<file path="src/rtl/alu_ctrl_pkg.sv">
// alu_ctrl_pkg: op codes, controller states and op-legality helper shared by
// the ALU arbitration controller and its round-robin arbiter.
package alu_ctrl_pkg;

  // ALUControl encodings understood by the shared ALU.
  typedef enum logic [3:0] {
    AND = 4'd0,
    OR  = 4'd1,
    ADD = 4'd2,
    INC = 4'd3,
    DEC = 4'd4,
    NOT = 4'd5,
    SUB = 4'd6,
    XOR = 4'd7,
    SHL = 4'd8,
    SHR = 4'd9
  } alu_op_e;

  // Controller sequencing: accept, drive the ALU for one cycle, return the result.
  typedef enum logic [1:0] {
    IDLE = 2'd0,
    EXEC = 2'd1,
    RESP = 2'd2
  } ctrl_state_e;

  // Highest legal ALUControl code; anything above is answered locally as an error.
  localparam logic [3:0] OP_MAX = 4'd9;

  // Flags returned for an illegal op: zero set (result forced to 0), no carry.
  localparam logic [1:0] FLAGS_ILLEGAL = 2'b10;

  function automatic logic op_is_legal(input logic [3:0] op);
    return op <= OP_MAX;
  endfunction

endpackage

</file>
<file path="src/rtl/rr_arbiter2.sv">
// rr_arbiter2: two-way round-robin arbiter. The grant is combinational from the
// request vector; the tie-break pointer lives here and flips to the other
// requester once the served request has completed.
module rr_arbiter2 (
  input  logic       clk,
  input  logic       rst,
  input  logic [1:0] req,
  input  logic       advance,
  input  logic       served,
  output logic [1:0] gnt
);

  logic ptr;

  // Tie-break pointer: after a completed transaction, favour the other requester.
  // NOTE: clocked state is written with non-blocking (<=) so every flop samples
  // pre-edge values; rst is synchronous, so it is tested inside the clocked block.
  always_ff @(posedge clk) begin
    if (rst) begin
      ptr <= 1'b0;
    end else if (advance) begin
      ptr <= ~served;
    end
  end

  // One-hot grant: a lone request wins outright, the pointer settles a tie.
  // NOTE: gnt gets a default before the case so no path leaves it unassigned (no latch).
  always_comb begin
    gnt = 2'b00;
    case (req)
      2'b01:   gnt = 2'b01;
      2'b10:   gnt = 2'b10;
      2'b11:   gnt = ptr ? 2'b10 : 2'b01;
      default: gnt = 2'b00;
    endcase
  end

endmodule

</file>
<file path="src/rtl/alu_arbiter_ctrl.sv">
// alu_arbiter_ctrl: shares one external ALU between two requesters.
// A request is accepted in IDLE (req_ready is combinational), latched into hold
// registers that drive the ALU directly during EXEC, and the ALU result/flags are
// captured into a registered response held until the requester consumes it.
// Illegal op codes (> 9) skip the ALU and return result 0, flags 2'b10, err 1.
// Optional feature macro: ALU_CARRY_CHAIN_EN -- per-requester carry registers
// that can replace req_flag_in when req_chain is set at accept time.
module alu_arbiter_ctrl
  import alu_ctrl_pkg::*;
#(
  parameter int n = 4
) (
  input  logic                clk,
  input  logic                rst,
  input  logic [1:0]          req_valid,
  output logic [1:0]          req_ready,
  input  logic [1:0][3:0]     req_op,
  input  logic [1:0][n-1:0]   req_a,
  input  logic [1:0][n-1:0]   req_b,
  input  logic [1:0]          req_flag_in,
  input  logic [1:0]          req_chain,
  output logic [1:0]          resp_valid,
  input  logic [1:0]          resp_ready,
  output logic [n-1:0]        resp_result,
  output logic [1:0]          resp_flags,
  output logic                resp_err,
  output logic [n-1:0]        alu_a,
  output logic [n-1:0]        alu_b,
  output logic                alu_flag_in,
  output logic [3:0]          alu_control,
  input  logic [n-1:0]        alu_result,
  input  logic [1:0]          alu_flags
);

  ctrl_state_e  state;
  logic         gnt_idx;   // requester owning the transaction in flight
  alu_op_e      hold_op;
  logic [n-1:0] hold_a;
  logic [n-1:0] hold_b;
  logic         hold_fi;

  logic [1:0]   arb_req;
  logic [1:0]   arb_gnt;
  logic         accept;
  logic         acc_idx;
  logic [3:0]   acc_op;
  logic         acc_fi;
  logic         resp_hs;

  // Requests are only offered to the arbiter while idle, so req_ready is zero elsewhere.
  assign arb_req = (state == IDLE) ? req_valid : 2'b00;

  rr_arbiter2 u_arb (
    .clk     (clk),
    .rst     (rst),
    .req     (arb_req),
    .advance (resp_hs),
    .served  (gnt_idx),
    .gnt     (arb_gnt)
  );

  assign req_ready = arb_gnt;
  assign accept    = |arb_gnt;
  assign acc_idx   = arb_gnt[1];
  assign acc_op    = req_op[acc_idx];

  // resp_valid[gnt_idx] is always high in RESP, so a stray resp_ready elsewhere is ignored.
  assign resp_hs = (state == RESP) && resp_ready[gnt_idx];

  // The hold registers are flops, so the ALU inputs change only on clock edges.
  assign alu_a       = hold_a;
  assign alu_b       = hold_b;
  assign alu_flag_in = hold_fi;
  assign alu_control = hold_op;

`ifdef ALU_CARRY_CHAIN_EN
  logic [1:0] carry;

  // Remember each requester's last returned carry so a follow-up op can chain it in.
  always_ff @(posedge clk) begin
    if (rst) begin
      carry <= 2'b00;
    end else if (resp_hs) begin
      carry[gnt_idx] <= resp_flags[0];
    end
  end

  assign acc_fi = req_chain[acc_idx] ? carry[acc_idx] : req_flag_in[acc_idx];
`else
  logic unused_chain;

  assign unused_chain = ^req_chain;
  assign acc_fi       = req_flag_in[acc_idx];
`endif

  // Control FSM: accept -> drive ALU -> hold response until consumed.
  always_ff @(posedge clk) begin
    if (rst) begin
      state       <= IDLE;
      gnt_idx     <= 1'b0;
      hold_op     <= AND;
      hold_a      <= '0;
      hold_b      <= '0;
      hold_fi     <= 1'b0;
      resp_valid  <= 2'b00;
      resp_result <= '0;
      resp_flags  <= 2'b00;
      resp_err    <= 1'b0;
    end else begin
      case (state)
        IDLE: begin
          if (accept) begin
            gnt_idx <= acc_idx;
            if (op_is_legal(acc_op)) begin
              hold_op <= alu_op_e'(acc_op);
              hold_a  <= req_a[acc_idx];
              hold_b  <= req_b[acc_idx];
              hold_fi <= acc_fi;
              state   <= EXEC;
            end else begin
              // Answer locally; the ALU inputs keep their previous values.
              resp_valid  <= 2'b01 << acc_idx;
              resp_result <= '0;
              resp_flags  <= FLAGS_ILLEGAL;
              resp_err    <= 1'b1;
              state       <= RESP;
            end
          end
        end

        EXEC: begin
          resp_valid  <= 2'b01 << gnt_idx;
          resp_result <= alu_result;
          resp_flags  <= alu_flags;
          resp_err    <= 1'b0;
          state       <= RESP;
        end

        RESP: begin
          if (resp_hs) begin
            resp_valid <= 2'b00;
            state      <= IDLE;
          end
        end

        default: begin
          state <= IDLE;
        end
      endcase
    end
  end

endmodule
</file>
<file path="config.mk">
export PLATFORM = sky130hd
export DESIGN_NAME = alu_arbiter_ctrl
export DESIGN_NICKNAME = d
export VERILOG_FILES = /design/src/rtl/alu_ctrl_pkg.sv /design/src/rtl/rr_arbiter2.sv /design/src/rtl/alu_arbiter_ctrl.sv
export SDC_FILE = /design/constraint.sdc
export NUM_CORES = 1
export LEC_CHECK = 0
export ABC_AREA = 1
export BUFFER_PORTS_ARGS = -buffer_cell sky130_fd_sc_hd__buf_2
export CORE_ASPECT_RATIO = 0.6
export CORE_MARGIN = 2
export CORE_UTILIZATION = 43
export CTS_CLUSTER_DIAMETER = 60
export DETAILED_ROUTE_END_ITERATION = 6
export PLACE_DENSITY = 0.75
export SYNTH_ARGS = -nofsm -noshare
export SYNTH_HDL_FRONTEND = slang
export SYNTH_SLANG_ARGS = --single-unit
</file>
<file path="constraint.sdc">
create_clock -name clk -period 1.7 [get_ports clk]
set_input_delay 0.17 -clock clk [delete_from_list [all_inputs] [get_ports clk]]
set_output_delay 0.17 -clock clk [all_outputs]
set_load 0.005 [all_outputs]
</file>
==> results of run 1 <==
[worst max-delay path: cells and delay by family, from the launching register on]
| kind | cells | cell delay, ps |
|---|---|---|
| flops | 1 | 360 |
| simple gates | 10 | 1090 |
[cells by family (layout without fill, tap and decap cells)]
kind of cell / count (synthesis) / after routing / share of synthesized area
buffers and inverters: 23 / 86 / 0.0801
AOI/OAI and AO/OA: 31 / 31 / 0.148
DFF: 26 / 26 / 0.397
and+or+nand+nor: 104 / 104 / 0.376
[layer usage]
layer	wire length [µm]	track usage	vias to the layer above
met3	288	0.0622	2
met4	12	0.0316	0
met2	1210	0.280	63
li1	-	-	715
met5	0	0	-
met1	1630	0.270	600
[through the flow]
step / hold slack (ps) / total power [mW] / worst slack, ps
6_report: 139 / 1.88 / 156
2_1_floorplan: 317 / 1.18 / 396
3_5_place_dp: 428 / 1.38 / 159
3_3_place_gp: 427 / 1.37 / 199
4_1_cts: 133 / 1.89 / 126
5_1_grt: 147 / 2.01 / 13.9
[where the power goes]
group | internal (mW) | leakage, nW | switching [mW] | total, mW
clock | 0.315 | 0.0357 | 0.192 | 0.507
combinational | 0.253 | 0.654 | 0.368 | 0.621
sequential | 0.698 | 0.213 | 0.0577 | 0.755
[final timing paths]
path	from	endpoint	slack [ps]	depth (start not counted)
worst max-delay path	state[0]	resp_valid[1]	160	10
worst max register to register	state[0]	resp_valid[1]	160	10
worst min-delay path	alu_result[2]	resp_result[2]	140	3
worst min register to register	alu_control[3]	alu_control[3]	460	2
[flip-flops by register name, summed over array words and instances, names as in the netlist, 2 cells and up]
signal,cells
alu_control,4
resp_flags,2
resp_result,4
alu_a,4
state,2
alu_b,4
resp_valid,2
[placed cells by master, fill, tap and decap left out, drive strengths merged]
cell type,instances
o21ai,5
clkbuf,3
inv,15
buf,66
nand2,71
bufinv,1
dfxtp,26
o21bai,1
nand3,21
nand3b,1
nor2,8
nand4,2
a211oi,1
clkinv,1
a21oi,24
and2,1
[area by class of cell]
cell class	count	area, µm²
tap	42	52.6
timing repair buffer	66	343
clock buffer	3	41.3
multi-input combinational	135	696
clock inverter	1	30.0
sequential	26	520
inverter	16	60.1
fill	299	1150
==> results.json, run 1 <==
{
  "status": "complete, no violations",
  "clock_sinks": 26,
  "vias": 1380,
  "gp_congestion": 0.804,
  "synthTopCellsByArea": "dfxtp_1 (40%), nand2_1 (16%), nand3_1 (7.6%)",
  "synth_nets": 224,
  "synth_top_area_cell": "dfxtp_1",
  "die_x_um": 75.3,
  "grt_pass1_vias": 1142,
  "worstSetupStartpointType": "flip-flop",
  "finalSetupViolCount": 0,
  "p_leak_nw": 0.903,
  "grt_max_degree": 16,
  "finalMaxSlewViolations": 0,
  "post-cts-setup-buffers": 0,
  "routedWlPerCell_um": 10.8,
  "slew_headroom": 0.811,
  "io-pin-count": 64,
  "netlist_area_mm2": 0.00131,
  "tightest_slew_ps": 284,
  "clock_skew_ps": 1.97,
  "area_delta_synth_final_pct": 32.8,
  "syn_avg_cell_area_um2": 7.13,
  "drv_cap": 0,
  "drtPass1Iterations": 4,
  "synth_ff_type": "dfxtp_1",
  "die_h_um": 46.8,
  "ir_worst_vdd_mv": 0.495,
  "synth.most_common_cell": "nand2_1",
  "worst_ep_arrival_time_ps": 1710,
  "synth-async-reset-ratio": 0,
  "dieArea_mm2": 0.00352,
  "ys_warn_count": 0,
  "grt_setup_unrepaired": "false",
  "placed_area_mm2": 0.00166,
  "drt-initial-drc-count": 38,
  "wl_um": 3140,
  "ant_nets": 0,
  "p_per_area_mw_per_mm2": 1080,
  "layout.nets": 288,
  "groute.usage.overall": 0.188,
  "cts_made_buffers": 3,
  "totalNegativeSetupSlack_ps": 0,
  "hold_class": "in2reg",
  "antenna_found_initial": 0,
  "avgViaCountPerCell": 4.78,
  "end_kind": "flip-flop",
  "cp.required_ps": 1870,
  "drive_gt1_frac": 0.397,
  "fin_cells": 289,
  "drc": 0,
  "clkLatencyLatePin_ps": 270,
  "ys_ff_latch": 26,
  "cp_cell_sequence": "nor2_4 > nand2_4 > nand2_1 > nand2_1 > nand2_2 > nand2_4 > nand2_1 > nand3_1 > nand2_1 > nor2_1",
  "fmax_ghz": 0.647,
  "synth_edf_count": 0,
  "cp_slowest_stage_delay_ps": 360,
  "final_util": 0.603,
  "hpwl_um": 2440,
  "rows": 15,
  "port_buffers": 61,
  "initial_core_util": 0.454,
  "overflow": 0,
  "clkTransAtPathRegs_ps": 90,
  "postLayoutCellArea_mm2": 0.00174,
  "hold_buffers": 0,
  "critical_path_class": "reg2reg",
  "diodes": 0,
  "coreArea_mm2": 0.00289,
  "period_minus_slack_ps": 1540,
  "synth_top_cell_area_share": 0.397,
  "slowest_stage": "dfxtp_1",
  "synth_cell_types": 26,
  "period_share": 0.908,
  "synthCells": 184,
  "crit_top_cell": "nand2_1",
  "cts_buffer_depth": 2,
  "synth-seq-area-share": 0.397,
  "clockRootBuffer": "clkbuf_8",
  "cts_tree": "done",
  "final-hold-violation-count": 0,
  "cts_resized": 0,
  "critPathMaxFanout": 14,
  "grt_pass1_wl_um": 4970,
  "placedCellCount": 285,
  "htreeDepth": 1,
  "synth_commonest_cells": "nand2_1 (57), dfxtp_1 (26), nand3_1 (20), a21oi_1 (16), inv_1 (13)"
}
Power figures use the tool's default switching activity.
==> inputs of run 2 (changes only) <==
ABC_AREA = not set   (was 1)
PLACE_DENSITY = 0.76   (was 0.75)
==> results.json, run 2 <==
{
  "status": "complete, no violations",
  "tightest_slew_ps": 461,
  "synth_commonest_cells": "dfxtp_1 (26), nor2_1 (22), a211oi_1 (14), mux2i_1 (14)",
  "vias": 1206,
  "synthSimpleGateAreaFrac": 0.196,
  "drtPass1Iterations": 4,
  "gp_congestion": 0.805,
  "synth_top_family_by_area": "compound AO/OA/AOI/OAI gates",
  "synthCells": 131,
  "rows": 15,
  "synthAdderAreaFrac": 0,
  "ir_worst_vdd_mv": 0.587,
  "p_per_area_mw_per_mm2": 1100,
  "fmax_ghz": 0.652,
  "cp.required_ps": 1870,
  "synth_cell_types": 36,
  "overflow": 0,
  "clock_skew_ps": 1.87,
  "totalNegativeSetupSlack_ps": 0,
  "final_common_cell": "buf_2",
  "drive_gt1_frac": 0.387,
  "synth_compound_area_frac": 0.226,
  "dpl_worst_slack_ps": 149,
  "initial_core_util": 0.444,
  "antenna_found_initial": 0,
  "synth-seq-area-share": 0.416,
  "period_share": 0.902,
  "grt_pass1_vias": 1040,
  "routedWlPerCell_um": 12.8,
  "synthXorXnorAreaFrac": 0,
  "critPathMaxFanout": 7,
  "synth_top_area_cell": "dfxtp_1",
  "die_x_um": 73.6,
  "synth-async-reset-ratio": 0,
  "syn_avg_cell_area_um2": 9.55,
  "placed_area_mm2": 0.00157,
  "synthTopCellsByArea": "dfxtp_1 (42%), mux2i_1 (11%), a211oi_1 (8.4%)",
  "die_h_um": 45.8,
  "ys_ff_latch": 26,
  "clkTransAtPathRegs_ps": 90,
  "worstSetupStartpointType": "flip-flop",
  "p_leak_nw": 0.827,
  "ys_warn_count": 0,
  "io-pin-count": 64,
  "synth_mux_area_frac": 0.121,
  "postLayoutCellArea_mm2": 0.00165,
  "hold_class": "in2reg",
  "cts_buffer_depth": 2,
  "htreeDepth": 1,
  "groute.usage.overall": 0.175,
  "synth_top_cell_area_share": 0.416,
  "nFillCells": 254,
  "synth_edf_count": 0,
  "worst_ep_arrival_time_ps": 1700,
  "hpwl_um": 2280,
  "end_kind": "flip-flop",
  "diodes": 0,
  "final-hold-violation-count": 0,
  "clockRootBuffer": "clkbuf_8",
  "layout.nets": 232,
  "avgViaCountPerCell": 5.36,
  "dieArea_mm2": 0.00337,
  "clock_sinks": 26,
  "port_buffers": 61,
  "layout_common_cells": "buf_2 (61), dfxtp_1 (26), nor2_1 (22), mux2i_1 (14), a211oi_1 (14)",
  "wl_um": 2880,
  "finalSetupViolCount": 0,
  "coreArea_mm2": 0.00282,
  "finalMaxSlewViolations": 0,
  "slew_headroom": 0.693,
  "netlist_area_mm2": 0.00125,
  "synth_nets": 171,
  "synth.most_common_cell": "dfxtp_1",
  "area_delta_synth_final_pct": 31.6,
  "grt_max_degree": 25,
  "period_minus_slack_ps": 1530,
  "drc": 0,
  "cts_made_buffers": 3,
  "ant_nets": 0,
  "drv_cap": 0,
  "grt_setup_unrepaired": "false",
  "setup_slack_ps": 166,
  "drt-initial-drc-count": 47,
  "grt_pass1_wl_um": 4560,
  "synth_ff_type": "dfxtp_1",
  "clkLatencyLatePin_ps": 270,
  "cts_tree": "done",
  "critical_path_class": "reg2reg"
}
==> run 2: changes by cell type in the layout (fill, tap and decap cells not counted), sizes merged, moves of 3 or more <==
cell / previous run / this run
nand3: 21 / 2
nand2: 71 / 5
buf: 66 / 62
a21oi: 24 / 5
o21ai: 5 / 1
nor3: 0 / 7
mux2i: 0 / 14
nor2: 8 / 23
a211oi: 1 / 15
nand2b: 0 / 3
a22o: 0 / 5
inv: 15 / 4
==> run 2: layer usage <==
layer	up-vias	share of wire	global-route usage
met5	-	0	0
met4	0	0.0014	0.0218
met3	2	0.053	0.0531
met2	29	0.49	0.305
met1	569	0.46	0.222
li1	606	-	-
==> run 2: layout make-up <==
type,instances,area (µm²),share of cell area
Multi-Input combinational cell,95,684,0.416
Sequential cell,26,520,0.316
Timing Repair Buffer,62,313,0.190
Tap cell,34,42.5,0.0258
Clock buffer,3,41.3,0.0251
Clock inverter,1,30.0,0.0182
Inverter,4,15.0,0.00912
==> run 2: report_power, final <==
part / internal, mW / leakage, nW / switching (mW) / total, mW
combinational: 0.256 / 0.577 / 0.278 / 0.535
sequential: 0.704 / 0.214 / 0.0637 / 0.768
clock: 0.315 / 0.0357 / 0.195 / 0.510
total: 1.28 / 0.827 / 0.537 / 1.81
==> run 2: stage by stage <==
| step | std cells | total power, mW | hold slack [ps] | utilization |
|---|---|---|---|---|
| after floorplan | 131 | 1.14 | 253 | - |
| after global placement | 221 | 1.29 | 381 | 0.558 |
| after detailed placement | 221 | 1.32 | 387 | 0.558 |
| after CTS | 225 | 1.83 | 102 | 0.583 |
| after global routing | 225 | 1.92 | 97.0 | 0.585 |
| final | 225 | 1.81 | 109 | 0.585 |
==> run 2: worst max-delay path: stages, from the launching register on <==
cell and delay (ps):
dfxtp_1 500, nor2_4 100, a31o_1 250, a21boi_4 240, nor3_4 90, a22o_1 250
==> run 2: worst paths after layout <==
kind | cells past startpoint | endpoint | from | slack [ps]
worst min-delay path | 2 | resp_flags[0] | alu_flags[0] | 110
worst max register to register | 5 | resp_result[0] | state[1] | 170
worst min register to register | 2 | resp_valid[0] | resp_valid[0] | 470
worst max-delay path | 5 | resp_result[0] | state[1] | 170
==> run 2: cells by family after synthesis <==
kind of cell,Yosys count
simple gates,44
flops,26
buf+inv,10
mux,15
compound gates,36
==> run 2: repair_timing <==
item                                    CTS  global route
hold buffers                              0             0
endpoints found under the setup margin    0             5
resized for setup                         0             1
setup buffers                             0             0
